**src/rtl/video_mono_converter.sv**
```systemverilog
`default_nettype none
// ============================================================================
//  Module      : video_mono_converter
//  Description : Three-stage colour / green / amber / B&W monitor emulation
//                with fixed-point luma, optional inversion and delay-matched syncs.
//  Revision    : 1.0 - initial release
// ============================================================================
module video_mono_converter #(
   parameter int CW = 6,
   parameter int OW = 8,
   parameter int KR = 54,
   parameter int KG = 183,
   parameter int KB = 19
) (
   input  logic          clk,
   input  logic          reset,
   input  logic          ce_pix,
   input  logic [1:0]    mode_i,
   input  logic          invert_i,
   input  logic [CW-1:0] r_i,
   input  logic [CW-1:0] g_i,
   input  logic [CW-1:0] b_i,
   input  logic          hs_i,
   input  logic          vs_i,
   input  logic          de_i,
   output logic [OW-1:0] r_o,
   output logic [OW-1:0] g_o,
   output logic [OW-1:0] b_o,
   output logic          hs_o,
   output logic          vs_o,
   output logic          de_o
);
   localparam int            PW            = CW + 8;
   localparam logic [1:0]    c_MODE_COLOUR = 2'd0;
   localparam logic [1:0]    c_MODE_GREEN  = 2'd1;
   localparam logic [1:0]    c_MODE_AMBER  = 2'd2;
   localparam logic [1:0]    c_MODE_BW     = 2'd3;
   localparam logic [CW-1:0] c_YMAX        = {CW{1'b1}};

   logic [1:0]    r_mode;
   logic          r_inv;
   logic          w_vs_rise;

   logic [CW-1:0] r_s1_r, r_s1_g, r_s1_b;
   logic [PW-1:0] r_s1_pr, r_s1_pg, r_s1_pb;
   logic [1:0]    r_s1_mode;
   logic          r_s1_inv;
   logic          r_s1_hs, r_s1_vs, r_s1_de;

   logic [PW-1:0] w_pr, w_pg, w_pb;
   logic [PW+1:0] w_sum;
   logic [CW+1:0] w_y_full;
   logic [CW-1:0] w_y_sat, w_y;

   logic [CW-1:0] r_s2_r, r_s2_g, r_s2_b, r_s2_y;
   logic [1:0]    r_s2_mode;
   logic          r_s2_hs, r_s2_vs, r_s2_de;

   logic [CW-1:0] w_map_r, w_map_g, w_map_b;
   logic [OW-1:0] w_exp_r, w_exp_g, w_exp_b;

   // r_s1_vs is the vs_i sampled on the previous ce edge
   assign w_vs_rise = vs_i & ~r_s1_vs;

   assign w_pr = PW'(KR) * PW'(r_i);
   assign w_pg = PW'(KG) * PW'(g_i);
   assign w_pb = PW'(KB) * PW'(b_i);

   always_ff @(posedge clk or posedge reset) begin
      if (reset) begin
         r_mode <= c_MODE_COLOUR;
         r_inv  <= 1'b0;
      end else if (ce_pix && w_vs_rise) begin
         r_mode <= mode_i;
         r_inv  <= invert_i;
      end
   end

   // The mode travels with the pixel, so a pixel sampled on the latch edge still uses the old mode
   always_ff @(posedge clk or posedge reset) begin
      if (reset) begin
         r_s1_r    <= '0;
         r_s1_g    <= '0;
         r_s1_b    <= '0;
         r_s1_pr   <= '0;
         r_s1_pg   <= '0;
         r_s1_pb   <= '0;
         r_s1_mode <= c_MODE_COLOUR;
         r_s1_inv  <= 1'b0;
         r_s1_hs   <= 1'b0;
         r_s1_vs   <= 1'b0;
         r_s1_de   <= 1'b0;
      end else if (ce_pix) begin
         r_s1_r    <= r_i;
         r_s1_g    <= g_i;
         r_s1_b    <= b_i;
         r_s1_pr   <= w_pr;
         r_s1_pg   <= w_pg;
         r_s1_pb   <= w_pb;
         r_s1_mode <= r_mode;
         r_s1_inv  <= r_inv;
         r_s1_hs   <= hs_i;
         r_s1_vs   <= vs_i;
         r_s1_de   <= de_i;
      end
   end

   assign w_sum    = (PW+2)'(r_s1_pr) + (PW+2)'(r_s1_pg) + (PW+2)'(r_s1_pb) + (PW+2)'(128);
   assign w_y_full = w_sum[PW+1:8];
   assign w_y_sat  = (w_y_full > {2'b00, c_YMAX}) ? c_YMAX : w_y_full[CW-1:0];
   assign w_y      = r_s1_inv ? (c_YMAX - w_y_sat) : w_y_sat;

   always_ff @(posedge clk or posedge reset) begin
      if (reset) begin
         r_s2_r    <= '0;
         r_s2_g    <= '0;
         r_s2_b    <= '0;
         r_s2_y    <= '0;
         r_s2_mode <= c_MODE_COLOUR;
         r_s2_hs   <= 1'b0;
         r_s2_vs   <= 1'b0;
         r_s2_de   <= 1'b0;
      end else if (ce_pix) begin
         r_s2_r    <= r_s1_r;
         r_s2_g    <= r_s1_g;
         r_s2_b    <= r_s1_b;
         r_s2_y    <= w_y;
         r_s2_mode <= r_s1_mode;
         r_s2_hs   <= r_s1_hs;
         r_s2_vs   <= r_s1_vs;
         r_s2_de   <= r_s1_de;
      end
   end

   always_comb begin
      w_map_r = r_s2_r;
      w_map_g = r_s2_g;
      w_map_b = r_s2_b;
      case (r_s2_mode)
         c_MODE_GREEN: begin
            w_map_r = '0;
            w_map_g = r_s2_y;
            w_map_b = '0;
         end
         c_MODE_AMBER: begin
            w_map_r = r_s2_y;
            w_map_g = {1'b0, r_s2_y[CW-1:1]};
            w_map_b = '0;
         end
         c_MODE_BW: begin
            w_map_r = r_s2_y;
            w_map_g = r_s2_y;
            w_map_b = r_s2_y;
         end
         default: ;
      endcase
   end

   // MSB replication fills the extra low bits so full scale maps to full scale
   generate
      if (OW > CW) begin : g_expand
         assign w_exp_r = {w_map_r, w_map_r[CW-1 -: OW-CW]};
         assign w_exp_g = {w_map_g, w_map_g[CW-1 -: OW-CW]};
         assign w_exp_b = {w_map_b, w_map_b[CW-1 -: OW-CW]};
      end else begin : g_passthru
         assign w_exp_r = w_map_r;
         assign w_exp_g = w_map_g;
         assign w_exp_b = w_map_b;
      end
   endgenerate

   always_ff @(posedge clk or posedge reset) begin
      if (reset) begin
         r_o  <= '0;
         g_o  <= '0;
         b_o  <= '0;
         hs_o <= 1'b0;
         vs_o <= 1'b0;
         de_o <= 1'b0;
      end else if (ce_pix) begin
         r_o  <= r_s2_de ? w_exp_r : '0;
         g_o  <= r_s2_de ? w_exp_g : '0;
         b_o  <= r_s2_de ? w_exp_b : '0;
         hs_o <= r_s2_hs;
         vs_o <= r_s2_vs;
         de_o <= r_s2_de;
      end
   end

endmodule
`default_nettype wire
```
**config.mk**
```make
export PLATFORM = sky130hd
export DESIGN_NAME = video_mono_converter
export DESIGN_NICKNAME = d
export VERILOG_FILES = /design/src/rtl/video_mono_converter.sv
export SDC_FILE = /design/constraint.sdc
export NUM_CORES = 1
export LEC_CHECK = 0
export ABC_AREA = 1
export BUFFER_PORTS_ARGS = -buffer_cell sky130_fd_sc_hd__buf_2
export CORE_UTILIZATION = 60
export CTS_CLUSTER_SIZE = 30
export DETAILED_ROUTE_END_ITERATION = 10
export PLACE_DENSITY_LB_ADDON = 0.1
export SYNTH_ARGS = -nofsm -noshare
export SYNTH_HDL_FRONTEND = slang
export SYNTH_SLANG_ARGS = --single-unit
```
**constraint.sdc**
```tcl
create_clock -name clk -period 8.1 [get_ports clk]
set_clock_uncertainty 0.15 [all_clocks]
set_input_delay 0.81 -clock clk [delete_from_list [all_inputs] [get_ports clk]]
set_output_delay 0.81 -clock clk [all_outputs]
set_load 0.01 [all_outputs]
```
After elaboration in Yosys (flattened, before gate mapping)
Index checks and enable logic that the tools add are counted.
{ "op_classes": {"eq_ne": 3, "multipliers": 3, "order_cmp": 1, "reduce_logical": 4, "add_sub_neg": 4, "bitwise_logic": 2, "mux": 8} }
{ "ops": {"columns": ["operator", "n"], "rows": [
  ["$pmux W6 S2", 3],
  ["$mux W8", 3],
  ["$mul A5 B6 Y11 const A", 2],
  ["$add A15 B11 Y16", 1],
  ["$add A16 B8 Y16 const B", 1],
  ["$add A12 B14 Y15", 1],
  ["$mul A8 B6 Y14 const A", 1],
  ["$mux W6", 2],
  ["$gt A8 B6 Y1 const B", 1],
  ["$reduce_or A2 Y1", 3],
  ["$sub A6 B6 Y6 const A", 1],
  ["$eq A2 B2 Y1 const B", 2],
  ["$eq A2 B1 Y1 const B", 1],
  ["$and A1 B1 Y1", 1],
  ["$logic_and A1 B1 Y1", 1],
  ["$not A1 Y1", 1]
]} }
{ "totals": {"wordCells": 52, "output_inout_bits": 27, "regBits": 119} }

Depth between registers and ports, before layout
Gate-level depths: netlist of run 1.
{ "logic_depth": {"ltp_word": 7, "ltp_mapped": 17, "depth_no_buf": 17} }

Least setup slack after synthesis of run 1
OpenSTA, ideal clock, no wires.
{ "synth_timing": {"path_type": "input-to-reg", "from": "in g_i[3]", "to": "reg r_s1_pg[11]", "slack_ps": 4304, "cell_stages": 13, "t_arrival_ps": 3513, "setup_time_ps": 133, "path_cell_list": "fa_1 -> fa_1 -> inv_1 -> fa_1 -> inv_1 -> ha_1 -> a21oi_1 -> o21ai_2 -> a21oi_1 -> nor2_1 -> nor2_1 -> xor2_1 -> o21ai_0"} }
{ "synth_between": {"elab_chain_cells": 1} }
{ "synth_rtl": {"columns": ["item", "line_no", "text"], "rows": [
  ["from (decl)", "21", "input logic [CW-1:0] g_i,"],
  ["$mul A8 B6 Y14", "66", "assign w_pg = PW'(KG) * PW'(g_i);"],
  ["to (signal assigned)", "98", "r_s1_pg <= w_pg;"],
  ["to (decl)", "45", "logic [PW-1:0] r_s1_pr, r_s1_pg, r_s1_pb;"]
]} }
Every way passes these cells.
A chain may end at the register's enable or synchronous reset.

Final worst setup path of run 1
Ends and elaborated chain as after synthesis.

==> out/results.tsv, run 1 <==
metric	value	unit
routed_wl	16.2	mm
yosys.area_share.simple	0.174	
drtIter0Drc	334	
wl_met1	7.70	mm
cts_buffers	9	
yosysSeqAreaShare	0.368	
drv_slew	0	
setup_viol	0	
synth_xor_area_frac	0.0129	
vdd_drop_max	176	uV
diodes	0	
cap_violations	0	
crit_start	g_i[3]	
routabilityCongestion	0.839	
yosysUniqueCellTypes	36	
layout.cells.non_filler	1109	
rr_endpoint	r_s2_y[2]$_DFFE_PP0P_	
multi_input_area	3970	um2
syn_nets	1047	
placedCellCount	1093	
regArea	2750	um2
viasPerCell	5.24	
cts_post_setup_buffers_inserted	0	
r2r_slack	4.98	ns
max_freq	266	MHz
fillers	1046	
ys_ff_latch	110	
clock_path_buffers	2	
area_delta_synth_final	8.98	%
final_area	8150	um2
r2r_start	r_s1_pg[6]$_DFFE_PP0P_	
insertion_delay	0.36	ns
slew_headroom	0.359	
clk_pin_slew_worst_paths	0.07	ns
root_buffer	clkbuf_16	
synth_adder_area_share	0.226	
drive_above_1_share	0.0925	
crit_path_end_kind	flip-flop	
power	2.71	mW
rsz0062_at_grt	no	
num_rows	40	
total_leakage_power	4.50	nW
fp.coreArea	12100	um2
wire_per_inst	14.6	um
die_w	114	um
grt_pass1_wl	27.3	mm
hpwlAfterDp	12.8	mm
startpoint_type	primary input	
htreeDepth	3	
overflow	0	
antenna_found_initial	0	
post_dp_cell_area	7810	um2
syn-cell-area	7480	um2
final.period_utilization	0.465	
pwr_density_cell	332	nW/um2
synth_compound_area_frac	0.114	
grt_pass1_vias	5592	
crit_type	primary input to flip-flop	
netlist_instances	903	
ant_nets	0	
setup-tns-final	0	ns
cts_tree	built	
hold_violations	0	
portBuffers	53	
grt_max_degree	88	
grt_usage	0.275	
post_cts_resized	0	
wl_met2	7.59	mm
nNetsFinal	1080	
vias	5812	
dr.max_layer_used	met4	
hold_path.class	primary input to async pin	
wl_met3	638	um
start_util	0.620	
drc	0	
worst_pin_slew	0.962	ns
crit_end	r_s1_pg[11]$_DFFE_PP0P_	
firstDrtPassIters	5	
avgSynthCellArea	8.28	um2
ctsHoldBuffers	0	
cp_data_required_time	8.16	ns
status	completed	
fin_crit	3.76	ns
synth_top_family_by_area	adder cells	
die_h	114	um
yosys_warnings	0	
muxShareOfSynthArea	0.00452	
cts.sinks	110	
path_max_fanout	5	
hold_ws	0.284	ns
die_area	12900	um2
num_io_pins	54	
crit_arrival	3.83	ns
r2r_cells	15	
cell usage in the layout (no fill, tap or decap), types with 5 or more instances in the layout:
| master | Yosys | routed |
|---|---|---|
| a221oi_1 | 5 | 5 |
| nor2_1 | 31 | 31 |
| o21ai_0 | 88 | 88 |
| clkbuf_16 | 0 | 9 |
| ha_1 | 87 | 87 |
| nand3_1 | 42 | 42 |
| a21oi_1 | 27 | 27 |
| fa_1 | 30 | 30 |
| buf_2 | 6 | 53 |
| a21boi_0 | 6 | 6 |
| xor2_1 | 8 | 8 |
| o22ai_1 | 9 | 9 |
| dfrtp_1 | 110 | 110 |
| inv_1 | 156 | 154 |
| nand4_1 | 10 | 10 |
| nand2_1 | 226 | 226 |
how the worst min path moves through the flow:
stage	slack, ns	startpoint	end	cells after the start
2_1_floorplan	0.29	r_s1_b[1]$_DFFE_PP0P_	r_s1_b[1]$_DFFE_PP0P_	2
3_3_place_gp	0.30	de_o$_DFFE_PP0P_	de_o$_DFFE_PP0P_	2
3_5_place_dp	0.30	de_o$_DFFE_PP0P_	de_o$_DFFE_PP0P_	2
4_1_cts	0.29	reset	r_s2_r[2]$_DFFE_PP0P_	2
5_1_grt	0.31	reset	r_s2_r[3]$_DFFE_PP0P_	2
6_report	0.28	reset	r_s2_r[3]$_DFFE_PP0P_	2
flip-flops by register name, indices dropped and copies added, names as in the netlist, 6 cells and up:
name / count
r_s1_pb: 10
r_s1_b: 6
r_s1_g: 6
r_s2_r: 6
r_s1_pr: 10
g_o: 6
r_s1_pg: 13
r_o: 6
b_o: 6
r_s2_b: 6
r_s2_g: 6
r_s1_r: 6
r_s2_y: 6
per-stage QoR:
stage / util / setup slack [ns]
detailed placement: 0.648 / 3.95
finish: 0.676 / 4.34
floorplan: - / 4.24
global route: 0.676 / 4.14
CTS: 0.676 / 4.33
global placement: 0.648 / 4.00
metal layers:
layer	vias up	global-route usage
met5	-	0
met3	18	0.0542
met1	2723	0.381
met2	126	0.443
li1	2945	-
met4	0	0.0772
cells by family (layout without fill, tap and decap cells):
| kind of cell | Yosys count | count (layout) |
|---|---|---|
| AO/OA/AOI/OAI | 153 | 153 |
| XOR/XNOR | 11 | 11 |
| adder cells (fa/ha/maj) | 117 | 117 |
| buffers and inverters | 191 | 229 |
| flip-flops | 110 | 110 |
| multiplexers | 3 | 3 |
| AND/OR/NAND/NOR | 318 | 318 |
critical path, stage by stage:
cell	delay, ns
buf_2	0.15
fa_1	0.45
fa_1	0.51
inv_1	0.06
fa_1	0.54
inv_1	0.05
ha_1	0.34
a21oi_1	0.23
o21ai_2	0.10
a21oi_1	0.21
nor2_1	0.06
nor2_1	0.11
xor2_1	0.15
o21ai_0	0.08
power by group:
part / internal [mW] / total (mW) / switching [mW]
clock network: 0.279 / 0.492 / 0.213
logic: 0.552 / 1.48 / 0.927
registers: 0.660 / 0.737 / 0.0775
total: 1.49 / 2.71 / 1.22
cell type report:
type / count / share of cell area
sequential: 110 / 0.338
inverter: 157 / 0.0726
timing repair buffer: 56 / 0.0353
clock buffer: 9 / 0.0276
multi-input combinational: 602 / 0.487
clock inverter: 7 / 0.0141
tap: 168 / 0.0258
cell usage after synthesis:
library cell | count | area share
nand3_2 | 1 | 0.0013
inv_1 | 156 | 0.078
buf_2 | 6 | 0.0040
nor2_1 | 31 | 0.016
a21oi_2 | 2 | 0.0023
nand4_1 | 10 | 0.0084
buf_6 | 1 | 0.0015
o21ai_1 | 3 | 0.0020
fa_1 | 30 | 0.080
ha_1 | 87 | 0.15
or2_2 | 3 | 0.0025
a21o_1 | 3 | 0.0030
a21oi_1 | 27 | 0.018
inv_2 | 1 | 0.00050
o21ai_0 | 88 | 0.059
mux2_2 | 3 | 0.0045
a21boi_0 | 6 | 0.0060
o211ai_1 | 3 | 0.0030
buf_1 | 2 | 0.0010
nand3_1 | 42 | 0.028
o21bai_1 | 3 | 0.0030
nor3_1 | 2 | 0.0013
a221oi_1 | 5 | 0.0059
nand2_1 | 226 | 0.11
xor2_1 | 8 | 0.0094
xnor2_1 | 3 | 0.0035
a22oi_1 | 1 | 0.0010
buf_4 | 7 | 0.0070
clkbuf_1 | 18 | 0.0090
a31oi_1 | 2 | 0.0017
nand2_2 | 1 | 0.00084
o22ai_1 | 9 | 0.0075
nor3_2 | 1 | 0.0013
nand3b_1 | 1 | 0.0010
o21ai_2 | 1 | 0.0012
dfrtp_1 | 110 | 0.37
Power figures use the tool's default switching activity.
==> inputs of run 2 (changes only) <==
- clock period: 8.1 -> 3.83 ns (I/O delays scaled with it)
==> run 2 against run 1 <==
Combinational power rose by 120%. Sequential power rose by 110%. Worst setup slack got worse by 3.9 ns. Power rose by 110%. Die area did not move. Via count rose by 4.0%. Critical endpoint unchanged.
==> out/results.tsv, run 2 (synthesized netlist as in run 1, its figures left out) <==
metric	value	unit	change
clk_pin_slew_worst_paths	0.08	ns	about the same
area_delta_synth_final	8.67	%	
reg_top3	r_s1_pg x13, r_s1_pb x10, r_s1_pr x10		
fin_crit	3.41	ns	
num_io_pins	54		unchanged
grt_usage	0.282		+0.00641
place_ws	0.0658	ns	-3.89 ns
placedCellCount	1095		+0.18%
root_buffer	clkbuf_16		
htreeDepth	3		unchanged
die_w	114	um	unchanged
post_dp_cell_area	7830	um2	+0.19%
hold_violations	0		unchanged
crit_top_cell	fa_1		
mostFrequentLayoutCells	nand2_1, inv_1, dfrtp_1, o21ai_0, ha_1		
firstDrtPassIters	5		unchanged
crit_arrival	3.48	ns	-0.35 ns
drv_slew	0		unchanged
max_freq	293	MHz	
insertion_delay	0.36	ns	about the same
largest_register_ffs	13		unchanged
drc	0		unchanged
final_area	8130	um2	-0.29%
nNetsFinal	1082		+0.19%
cts.sinks	110		unchanged
grt_pass1_vias	5762		+3.0%
crit_path_end_kind	flip-flop		
crit_slowest_cell	fa_1		
p_switching	2.66	mW	+120%
slew_headroom	0.355		-0.00408
total_leakage_power	4.49	nW	-0.18%
vdd_drop_max	327	uV	+86%
fp.coreArea	12100	um2	unchanged
r2r_slack	0.69	ns	-4.29 ns
cap_violations	0		unchanged
max_flop_register	r_s1_pg		
final.period_utilization	0.892		
pwr_density_cell	701	nW/um2	+110%
switching_share	0.467		+0.0171
grt_pass1_wl	28.1	mm	+2.9%
worst_pin_slew	0.968	ns	+0.00612 ns
overflow	0		unchanged
drtIter0Drc	334		unchanged
cp_data_required_time	3.89	ns	-4.27 ns
r2r_start	r_s1_pg[9]$_DFFE_PP0P_		
viasPerCell	5.44		+3.8%
hold_path.class	primary input to async pin		
clock_path_buffers	2		unchanged
rr_endpoint	r_s2_y[2]$_DFFE_PP0P_		
status	completed		
post_cts_resized	0		unchanged
layout_commonest_cell	nand2_1		
wire_per_inst	15.2	um	+4.2%
fillers	1038		-0.76%
worstPathCellList	buf_2 -> fa_1 -> fa_1 -> inv_1 -> fa_1 -> inv_1 -> ha_1 -> a21oi_1 -> o21ai_2 -> a21oi_1 -> nor2_1 -> nor2_1 -> xor2_1 -> o21ai_0		
drive_above_1_share	0.0944		+0.00192
portBuffers	53		unchanged
routed_wl	16.9	mm	+4.4%
ctsHoldBuffers	0		unchanged
startpoint_type	primary input		
num_rows	40		unchanged
vias	6042		+4.0%
diodes	0		unchanged
p_comb_frac	0.561		+0.015
setup-tns-final	0	ns	unchanged
layout.cells.non_filler	1111		+0.18%
path_max_fanout	5		unchanged
routabilityCongestion	0.832		-0.91%
cts_post_setup_buffers_inserted	0		unchanged
hpwlAfterDp	13.3	mm	+4.1%
hold_ws	0.0652	ns	-0.219 ns
power	5.70	mW	+110%
crit_type	primary input to flip-flop		
slowest_delay	0.53	ns	about the same
die_h	114	um	unchanged
multi_input_area	3970	um2	unchanged
die_area	12900	um2	unchanged
cts_buffers	9		unchanged
clockPowerShare	0.164		-0.018
layout_setup_ws	0.415	ns	-3.92 ns
antenna_found_initial	0		unchanged
p_int	3.04	mW	+100%
r2r_cells	13		-2
rsz0062_at_grt	no		
cts_tree	built		
seqPwrFrac	0.274		+0.002
final_util	0.674		-0.00197
start_util	0.620		unchanged
regArea	2750	um2	unchanged
grt_max_degree	92		+4.5%
ant_nets	0		unchanged
setup_viol	0		unchanged
run 2: cell types whose count changed in the layout (fill, tap and decap cells not counted), sizes merged:
| cell | delta |
|---|---|
| buf | +2 |
| clkinv | +3 |
| bufinv | -2 |
| inv | -1 |
run 2: worst max path at each step:
stage / startpoint / endpoint / slack, ns
2_1_floorplan: reset / b_o[1]$_DFFE_PP0P_ / 0.39
3_3_place_gp: g_i[3] / r_s1_pg[11]$_DFFE_PP0P_ / 0.12
3_5_place_dp: g_i[3] / r_s1_pg[11]$_DFFE_PP0P_ / 0.07
4_1_cts: g_i[3] / r_s1_pg[11]$_DFFE_PP0P_ / 0.45
5_1_grt: g_i[3] / r_s1_pg[11]$_DFFE_PP0P_ / 0.20
6_report: g_i[3] / r_s1_pg[11]$_DFFE_PP0P_ / 0.42
run 2: routing by layer:
layer,track usage,up-vias,part of all wire
met1,0.395,2901,0.47
li1,-,2951,-
met2,0.452,156,0.47
met3,0.0335,34,0.038
met5,0,-,0
met4,0.106,0,0.026
run 2: power by group through the flow:
stage / combinational, mW / clock [mW] / sequential [mW]
6_report: 3.20 / 0.936 / 1.56
5_1_grt: 3.64 / 0.986 / 1.59
4_1_cts: 3.17 / 0.956 / 1.56
3_5_place_dp: 3.12 / 0 / 1.58
3_3_place_gp: 3.04 / 0 / 1.58
2_1_floorplan: 2.40 / 0 / 1.53
run 2: layout make-up:
type	count	area share
clock buffer	9	0.0277
clock inverter	7	0.00939
inverter	157	0.0728
multi-input combinational	602	0.488
sequential	110	0.339
tap	168	0.0259
timing repair buffer	58	0.0373
run 2: critical path: cells and delay by family:
kind,cells,cell delay (ns)
and+or+nand+nor,2,0.17
buffers and inverters,3,0.24
adders and majority gates,4,1.85
xor gates and xnor gates,1,0.15
AOI/OAI and AO/OA,4,0.67
==> inputs of run 3 (changes only) <==
- clock period: 3.83 -> 4.4 ns (I/O delays scaled with it)
==> run 3 against run 2 <==
Clock-buffer cell count stayed put. Critical endpoint unchanged. Combinational power down 14%. Sequential cell count stayed put. Utilization barely moved.
==> out/results.tsv, run 3 (synthesized netlist as in run 1, its figures left out) <==
metric	value	unit	change
layout_setup_ws	1.00	ns	+0.589 ns
r2r_cells	13		unchanged
crit_top_cell	fa_1		
fillers	1026		-1.2%
min_to	r_s1_hs$_DFFE_PP0P_		
grt_pass1_vias	5688		-1.3%
grt_pass1_wl	27.4	mm	-2.5%
r2r_start	r_s1_pr[9]$_DFFE_PP0P_		
viasPerCell	5.37		-1.2%
hold_depth	3		
largest_register_ffs	13		unchanged
cts.sinks	110		unchanged
die_area	12900	um2	unchanged
overflow	0		unchanged
r2r_slack	1.31	ns	+0.62 ns
portBuffers	53		unchanged
num_rows	40		unchanged
hold_violations	0		unchanged
drtIter0Drc	372		+11%
vias	5962		-1.3%
num_io_pins	54		unchanged
grt_max_degree	87		-5.4%
setup-tns-final	0	ns	unchanged
crit_arrival	3.45	ns	-0.03 ns
die_w	114	um	unchanged
fp.coreArea	12100	um2	unchanged
ctsHoldBuffers	0		unchanged
firstDrtPassIters	5		unchanged
hp-start	hs_i		
critPathTopFamily	adder cells		
drive_above_1_share	0.0934		-0.000961
ant_nets	0		unchanged
antenna_found_initial	0		unchanged
vdd_drop_max	348	uV	+6.6%
layout_commonest_cell	nand2_1		
nNetsFinal	1081		-0.092%
crit_slowest_cell	fa_1		
worst_pin_slew	0.984	ns	+0.0167 ns
total_leakage_power	4.50	nW	about the same
area_delta_synth_final	8.65	%	about the same
rr_endpoint	r_s2_y[4]$_DFFE_PP0P_		
routed_wl	16.6	mm	-1.9%
seqPwrFrac	0.275		about the same
crit_path_end_kind	flip-flop		
drc	0		unchanged
start_util	0.620		unchanged
slew_headroom	0.344		-0.0111
grt_most_used_layer	met2		
met1_usage	0.375		-0.0198
post_cts_resized	0		unchanged
grt_usage	0.277		-0.00525
hold_ws	0.138	ns	+0.0727 ns
max_freq	295	MHz	
place_ws	0.614	ns	+0.548 ns
final.period_utilization	0.772		
crit_type	primary input to flip-flop		
rsz0062_at_grt	no		
path_buf_inv	3		unchanged
routabilityCongestion	0.865		+4.0%
insertion_delay	0.36	ns	about the same
clk_pin_slew_worst_paths	0.07	ns	about the same
max_flop_register	r_s1_pg		
multi_input_area	3970	um2	unchanged
reg_top3	r_s1_pg x13, r_s1_pb x10, r_s1_pr x10		
clock_path_buffers	2		unchanged
hold_path.class	primary input to flip-flop		
status	completed		
drv_slew	0		unchanged
p_switching	2.25	mW	-15%
cts_post_setup_buffers_inserted	0		unchanged
pwr_density_cell	607	nW/um2	-13%
cap_violations	0		unchanged
path_max_fanout	5		unchanged
root_buffer	clkbuf_16		
htreeDepth	3		unchanged
wire_per_inst	14.9	um	-1.8%
switching_share	0.456		-0.0110
met2_usage	0.454		+0.00203
hpwlAfterDp	13.2	mm	-0.89%
mostFrequentLayoutCells	nand2_1, inv_1, dfrtp_1, o21ai_0, ha_1		
p_int	2.68	mW	-12%
die_h	114	um	unchanged
slowest_delay	0.53	ns	about the same
fin_crit	3.40	ns	
setup_viol	0		unchanged
startpoint_type	primary input		
use_met3	0.0462		+0.0128
cts_buffers	9		unchanged
cts_tree	built		
worstPathCellList	buf_2 -> fa_1 -> fa_1 -> inv_1 -> fa_1 -> inv_1 -> ha_1 -> a21oi_1 -> o21ai_2 -> a21oi_1 -> nor2_1 -> nor2_1 -> xor2_1 -> o21ai_0		
p_comb_frac	0.556		-0.005
regArea	2750	um2	unchanged
clockPowerShare	0.169		+0.005
diodes	0		unchanged
cp_data_required_time	4.45	ns	+0.56 ns
## run 3: cell types whose count changed in the layout (fill, tap and decap cells not counted)
cell        before  now
clkinv_2         1    2
clkinvlp_4       1    0
inv_6            0    2
bufinv_16        0    1
inv_8            2    0
clkinv_8         2    1
buf_4            5    4
## run 3: how the worst max path moves through the flow
stage	startpoint	endpoint	slack, ns	depth (start not counted)
after floorplan	reset	b_o[1]$_DFFE_PP0P_	0.91	1
after CTS	g_i[3]	r_s1_pg[11]$_DFFE_PP0P_	0.99	14
final	g_i[3]	r_s1_pg[11]$_DFFE_PP0P_	1.00	14
after detailed placement	g_i[3]	r_s1_pg[11]$_DFFE_PP0P_	0.61	14
after global routing	g_i[3]	r_s1_pg[11]$_DFFE_PP0P_	0.79	14
after global placement	g_i[3]	r_s1_pg[11]$_DFFE_PP0P_	0.65	14
## run 3: cell type report
cell class / instances / area share
repair buffers: 57 / 0.0363
inverters: 157 / 0.0728
clock buffers: 9 / 0.0277
clock inverters: 7 / 0.0102
multi-input cells: 602 / 0.488
well taps: 168 / 0.0259
flip-flops and latches: 110 / 0.339
## run 3: power groups by stage
stage                     clock, mW  combinational [mW]  sequential, mW
after global routing          0.881                3.16            1.37
final                         0.833                2.74            1.35
after CTS                     0.849                2.73            1.35
after detailed placement          0                2.70            1.37
after floorplan                   0                2.09            1.33
after global placement            0                2.63            1.36
## run 3: routing by layer
metal	up-vias	part of all wire
met3	30	0.049
met1	2804	0.46
met4	0	0.024
li1	2954	-
met5	-	0
met2	174	0.47
## run 3: worst reg2reg max path: stages, from the launching register on
cell and delay, ns:
dfrtp_1 0.35, inv_1 0.07, fa_1 0.53, inv_1 0.05
ha_1 0.33, ha_1 0.40, a21oi_2 0.19, nand2_1 0.09
nand2_1 0.06, nand2_1 0.06, a21oi_2 0.37, nand3_1 0.15
nand3_1 0.13, nand2_1 0.06
## run 3: stage by stage
stage | std cells | area [um2] | total power [mW] | util
after floorplan | 903 | 7480 | 3.42 | -
after global placement | 1094 | 7820 | 3.99 | 0.648
after detailed placement | 1094 | 7820 | 4.07 | 0.648
after CTS | 1110 | 8130 | 4.94 | 0.674
after global routing | 1110 | 8130 | 5.42 | 0.674
final | 1110 | 8130 | 4.93 | 0.674
